[src/rtl/spi_pkg.sv]
// Shared SPI definitions: responder state encoding, result width and the
// clock-mode helper also used by the SPI master.
package spi_pkg;

    typedef enum logic [1:0] {
        WAIT_IDLE,
        IDLE,
        ACTIVE
    } spi_state_t;

    localparam int SPI_RESULT_WIDTH = 32;

    // Data is valid on the rising spi_clk edge when pol and pha agree.
    function automatic logic spi_sample_on_rise(input logic pol, input logic pha);
        return ~(pol ^ pha);
    endfunction

endpackage

[src/rtl/spi_sync_edge.sv]
// Multi-stage synchronizer for one asynchronous input, with rise/fall detect
// against a registered copy of the synchronized level.
module spi_sync_edge #(
    parameter int SYNC_STAGES = 2
) (
    input  logic clock,
    input  logic reset,
    input  logic i_d,
    output logic o_level,
    output logic o_rise,
    output logic o_fall
);

    logic [SYNC_STAGES-1:0] r_sync;
    logic                   r_prev;

    // Resetting to 0 means a chip select held low through reset never looks
    // like a fresh falling edge, so an interrupted frame cannot restart.
    always_ff @(posedge clock or posedge reset) begin
        if (reset) begin
            r_sync <= '0;
            r_prev <= 1'b0;
        end else begin
            r_sync <= {r_sync[SYNC_STAGES-2:0], i_d};
            r_prev <= r_sync[SYNC_STAGES-1];
        end
    end

    assign o_level = r_sync[SYNC_STAGES-1];
    assign o_rise  = r_sync[SYNC_STAGES-1] & ~r_prev;
    assign o_fall  = ~r_sync[SYNC_STAGES-1] & r_prev;

endmodule

[src/rtl/spi_responder.sv]
// SPI peripheral endpoint: oversamples cs/clk/mosi in the system clock domain,
// shifts in the command word and shifts out a preloaded response on MISO.
module spi_responder
    import spi_pkg::*;
#(
    parameter int DATA_WIDTH  = SPI_RESULT_WIDTH,
    parameter int SYNC_STAGES = 2
) (
    input  logic                          clock,
    input  logic                          reset,
    input  logic                          spi_cs,
    input  logic                          spi_clk,
    input  logic                          spi_mosi,
    output logic                          spi_miso,
    output logic                          spi_miso_oe,
    input  logic                          clk_pol,
    input  logic                          clk_pha,
    input  logic [DATA_WIDTH-1:0]         tx_data,
    input  logic                          tx_write,
    output logic                          tx_pending,
    output logic [DATA_WIDTH-1:0]         rx_data,
    output logic [$clog2(DATA_WIDTH):0]   rx_nbits,
    output logic                          rx_valid,
    output logic                          rx_overflow,
    output logic                          busy
);

    localparam int NW = $clog2(DATA_WIDTH) + 1;

    logic w_cs_lvl, w_cs_rise, w_cs_fall;
    logic w_clk_lvl, w_clk_rise, w_clk_fall;
    logic w_mosi_lvl, w_unused_mosi_rise, w_unused_mosi_fall;

    spi_sync_edge #(.SYNC_STAGES(SYNC_STAGES)) u_cs (
        .clock(clock), .reset(reset), .i_d(spi_cs),
        .o_level(w_cs_lvl), .o_rise(w_cs_rise), .o_fall(w_cs_fall)
    );
    spi_sync_edge #(.SYNC_STAGES(SYNC_STAGES)) u_clk (
        .clock(clock), .reset(reset), .i_d(spi_clk),
        .o_level(w_clk_lvl), .o_rise(w_clk_rise), .o_fall(w_clk_fall)
    );
    spi_sync_edge #(.SYNC_STAGES(SYNC_STAGES)) u_mosi (
        .clock(clock), .reset(reset), .i_d(spi_mosi),
        .o_level(w_mosi_lvl), .o_rise(w_unused_mosi_rise), .o_fall(w_unused_mosi_fall)
    );

    spi_state_t              r_state, w_next;
    logic                    r_sample_rise;
    logic [DATA_WIDTH-1:0]   r_pending;
    logic                    r_pending_full;
    logic [DATA_WIDTH-1:0]   r_tx_shift;
    logic [DATA_WIDTH-1:0]   r_rx_data;
    logic [NW-1:0]           r_nbits;
    logic                    r_overflow;
    logic                    r_rx_valid;

    logic w_start, w_sample_edge, w_shift_edge;
    logic w_unused_clk_lvl;

    assign w_unused_clk_lvl = w_clk_lvl;
    assign w_start       = (r_state == IDLE) && w_cs_fall;
    assign w_sample_edge = r_sample_rise ? w_clk_rise : w_clk_fall;
    assign w_shift_edge  = r_sample_rise ? w_clk_fall : w_clk_rise;

    always_ff @(posedge clock or posedge reset) begin
        if (reset) r_state <= WAIT_IDLE;
        else       r_state <= w_next;
    end

    always_comb begin
        w_next = r_state;
        case (r_state)
            WAIT_IDLE: if (w_cs_lvl)  w_next = IDLE;
            IDLE:      if (w_cs_fall) w_next = ACTIVE;
            ACTIVE:    if (w_cs_rise) w_next = IDLE;
            default:   w_next = WAIT_IDLE;
        endcase
    end

    always_ff @(posedge clock or posedge reset) begin
        if (reset) begin
            r_sample_rise  <= 1'b0;
            r_pending      <= '0;
            r_pending_full <= 1'b0;
            r_tx_shift     <= '0;
            r_rx_data      <= '0;
            r_nbits        <= '0;
            r_overflow     <= 1'b0;
            r_rx_valid     <= 1'b0;
        end else begin
            r_rx_valid <= 1'b0;
            if (tx_write) begin
                r_pending      <= tx_data;
                r_pending_full <= 1'b1;
            end
            if (w_start) begin
                r_sample_rise  <= spi_sample_on_rise(clk_pol, clk_pha);
                // A write landing on the select cycle goes straight to the wire.
                r_tx_shift     <= tx_write ? tx_data : (r_pending_full ? r_pending : '0);
                r_pending_full <= 1'b0;
                r_rx_data      <= '0;
                r_nbits        <= '0;
                r_overflow     <= 1'b0;
            end else if (r_state == ACTIVE) begin
                if (w_cs_rise) begin
                    r_rx_valid <= (r_nbits != '0);
                end else if (w_sample_edge) begin
                    r_rx_data <= {r_rx_data[DATA_WIDTH-2:0], w_mosi_lvl};
                    if (r_nbits == NW'(DATA_WIDTH)) r_overflow <= 1'b1;
                    else                            r_nbits    <= r_nbits + 1'b1;
                end else if (w_shift_edge && (r_nbits != '0)) begin
                    // No shift before the first sample keeps the MSB up for CPHA=1.
                    r_tx_shift <= {r_tx_shift[DATA_WIDTH-2:0], 1'b0};
                end
            end
        end
    end

    assign busy        = (r_state == ACTIVE);
    assign spi_miso_oe = busy;
    assign spi_miso    = busy & r_tx_shift[DATA_WIDTH-1];
    assign tx_pending  = r_pending_full;
    assign rx_data     = r_rx_data;
    assign rx_nbits    = r_nbits;
    assign rx_valid    = r_rx_valid;
    assign rx_overflow = r_overflow;

endmodule
[config.mk]
export PLATFORM = sky130hd
export DESIGN_NAME = spi_responder
export DESIGN_NICKNAME = d
export VERILOG_FILES = /design/src/rtl/spi_pkg.sv /design/src/rtl/spi_sync_edge.sv /design/src/rtl/spi_responder.sv
export SDC_FILE = /design/constraint.sdc
export NUM_CORES = 1
export LEC_CHECK = 0
export ABC_AREA = 1
export CAP_MARGIN = 20
export CORE_ASPECT_RATIO = 0.7
export CORE_MARGIN = 2
export CORE_UTILIZATION = 54
export CTS_CLUSTER_DIAMETER = 40
export DETAILED_ROUTE_END_ITERATION = 12
export GPL_TIMING_DRIVEN = 0
export PLACE_DENSITY_LB_ADDON = 0.12
export SYNTH_ARGS = -nofsm -noshare
export SYNTH_HDL_FRONTEND = slang
export SYNTH_SLANG_ARGS = --single-unit
[constraint.sdc]
create_clock -name clock -period 4.6 [get_ports clock]
set_input_delay 0.92 -clock clock [delete_from_list [all_inputs] [get_ports clock]]
set_output_delay 0.92 -clock clock [all_outputs]
set_load 0.005 [all_outputs]
==> metrics.yaml <==
crit_path_max_incr_delay_ns: 0.48
avgSynthCellArea_um2: 8.23
place_area_um2: 6400
seqPwrFrac_pct: 39.4
syn_nets: 697
die-area_um2: 10800
die_h_um: 87.6
grt_max_degree: 68
p_sw_w: 0.000821
cts-resized-gates: 0
cp_max_fo: 4
io_pins: 84
grt_overflow: 0
viasPerCell: 5.31
synth_fa_ha_area_share_pct: 0.464
fin_area_um2: 7050
status: "complete, no violations"
slowest_stage: "clkdlybuf4s50_1"
min_path_type: "flop to flop"
combPwrFrac_pct: 14.2
yosysWarnings: 0
required_ns: 3.68
dpl.hpwl_um: 8640
synth_xor_area_share_pct: 0.487
cp_top_family: "buffers and inverters"
regToRegSetupSlack_ns: 2.99
synth_cell_types: 25
utilization_pct: 72.8
leakage_nw: 3.56
grt_usage_pct: 26.3
start_util_pct: 55.7
ys_ff_latch: 116
clock_latency_ns: 0.42
clkPwrFrac_pct: 46.4
slew_headroom_pct: 58.8
cts_tree: "done"
power_density_nw_per_um2: 445
first_pass_iters: 5
synthSimpleGateAreaFrac_pct: 28.4
synth_compound_area_share_pct: 7.06
critical_path.cell_chain: "inv_2 -> nand2_2 -> inv_1 -> buf_4 -> clkdlybuf4s50_1"
via_count: 4770
fmax_mhz: 379
synthTopCellsByCount: "nand2_1, dfrtp_1, nand3_1"
drt_wl_total_um: 13000
cts_buffers: 17
core-area_um2: 9680
grt_first_pass_wirelength_um: 21800
max-cap-violations: 0
rsz0062_at_grt: "false"
synth_ff_type: "dfrtp_1"
post_cts_buffers: 0
syn_inst: 655
drive_above_1_share_pct: 10.5
start_kind: "flop"
finalPower_w: 0.00314
drt-initial-drc-count: 424
tightest_slew_ns: 0.618
hp-start: "u_cs.r_sync[0]"
min_path_cells: 0
yosys.area.top_type: "dfrtp_1"
ir_worst_vdd_mv: 0.285
rr_endpoint: "rx_nbits[3]"
rr_worst_depth: 7
async_reset_ff_share_pct: 100
skew_ns: 0.00925
synth.mux.area_fraction_pct: 0
cts_buffer_depth: 2
critPathBufInv: 4
grt_pass1_vias: 4491
antenna_found_initial: 0
min_to: "u_cs.r_sync[1]"
area_growth_pct: 30.8
wl_per_cell_um: 14.5
synth_top_family_by_area: "simple AND/OR/NAND/NOR gates"
report.final.setup_viol: 0
netlist_area_um2: 5390
synth_top_area_share_pct: 53.8
cts_root_buf: "clkbuf_16"
worstPathArrival_ns: 1.72
p_int_w: 0.00232
drc: 0
fp.dieW_um: 123
min_period_over_period_pct: 57.4
switching_share_pct: 26.1
nets: 799
ant_nets: 0
r2r_start: "rx_nbits[0]"
clk_pin_slew_ns: 0.06
fp-row-count: 30
synth_most_common_cell: "nand2_1"
cts_hold_buf: 0
diodes: 0
crit_type: "flop to output port"
drv_slew: 0
synth.area.top_cells: "dfrtp_1, nand2_1, nand3_1"
crit_start: "r_state[0]"
end_kind: "output port"
synth_edf_count: 0
htreeDepth: 4
port_buffers: 82
finalCriticalPeriod_ns: 2.64
hold_violations: 0
cts_sinks: 116
ys_seq_area_share_pct: 53.8
gp_congestion: 0.866
==> power groups by stage <==
stage	clock network, W	registers (W)	logic, W
after floorplan	0	0.00123	0.000317
after global placement	0	0.00124	0.000413
after detailed placement	0	0.00125	0.000431
after CTS	0.00147	0.00124	0.000446
after global routing	0.00152	0.00125	0.000510
final	0.00146	0.00124	0.000445
==> cell usage in the layout (no fill, tap or decap), types with 3 or more instances in the layout <==
cell type        count
o22ai_1             30
inv_1               59
clkbuf_16           17
nand2_1            256
clkdlybuf4s50_1     82
o21ai_0             29
clkbuf_1             4
buf_2               15
o21ai_1              5
nor2_1              12
inv_2                4
dfrtp_1            116
bufinv_16            5
clkinv_4             3
buf_4               11
nand3_1             83
buf_6               10
nand4_1              4
a21oi_1              3
clkinv_2             3
==> through the flow <==
stage          TNS (ns)  std cells  hold WS (ns)  setup slack [ns]
2_1_floorplan         0        655         0.331             0.608
3_3_place_gp    -114.65        865         0.332            -0.997
3_5_place_dp          0        866         0.335              2.40
4_1_cts               0        898         0.346              1.95
5_1_grt               0        898         0.351              1.85
6_report              0        898         0.346              1.96
==> worst max path at each step <==
| stage | end | cells after the start |
|---|---|---|
| 6_report | spi_miso_oe | 5 |
| 5_1_grt | spi_miso_oe | 5 |
| 4_1_cts | spi_miso_oe | 5 |
| 3_5_place_dp | spi_miso_oe | 5 |
| 3_3_place_gp | r_pending[24] | 2 |
| 2_1_floorplan | r_pending[0] | 1 |
==> per-layer routing <==
metal	vias up	share of wire, %	track usage [%]
met1	2294	47	38.3
li1	2290	-	-
met3	23	5.3	5.73
met4	0	1.3	8.37
met5	-	0	0
met2	163	47	39.7
==> layout make-up <==
type	count	area, um^2
buffer	40	287
clock buffer	19	443
clock inverter	13	206
fill	722	2630
inverter	64	243
multi-input combinational	435	1960
sequential	116	2900
tap	128	160
timing repair buffer	83	848
==> sequential cells by signal, indices dropped and copies added (netlist names), 2 cells and up <==
register       count
rx_data           32
rx_nbits           6
r_state            2
u_mosi.r_sync      2
u_cs.r_sync        2
r_tx_shift        32
u_clk.r_sync       2
r_pending         32
==> kinds of logic (layout without fill, tap and decap cells) <==
family                   Yosys count  count (layout)
AND/OR/NAND/NOR                  362             362
AO/OA/AOI/OAI                     68              68
flip-flops                       116             116
XOR/XNOR                           3               3
adder cells (fa/ha/maj)            2               2
buffers and inverters            104             219
Note: power is estimated with default switching activity, not from simulation.
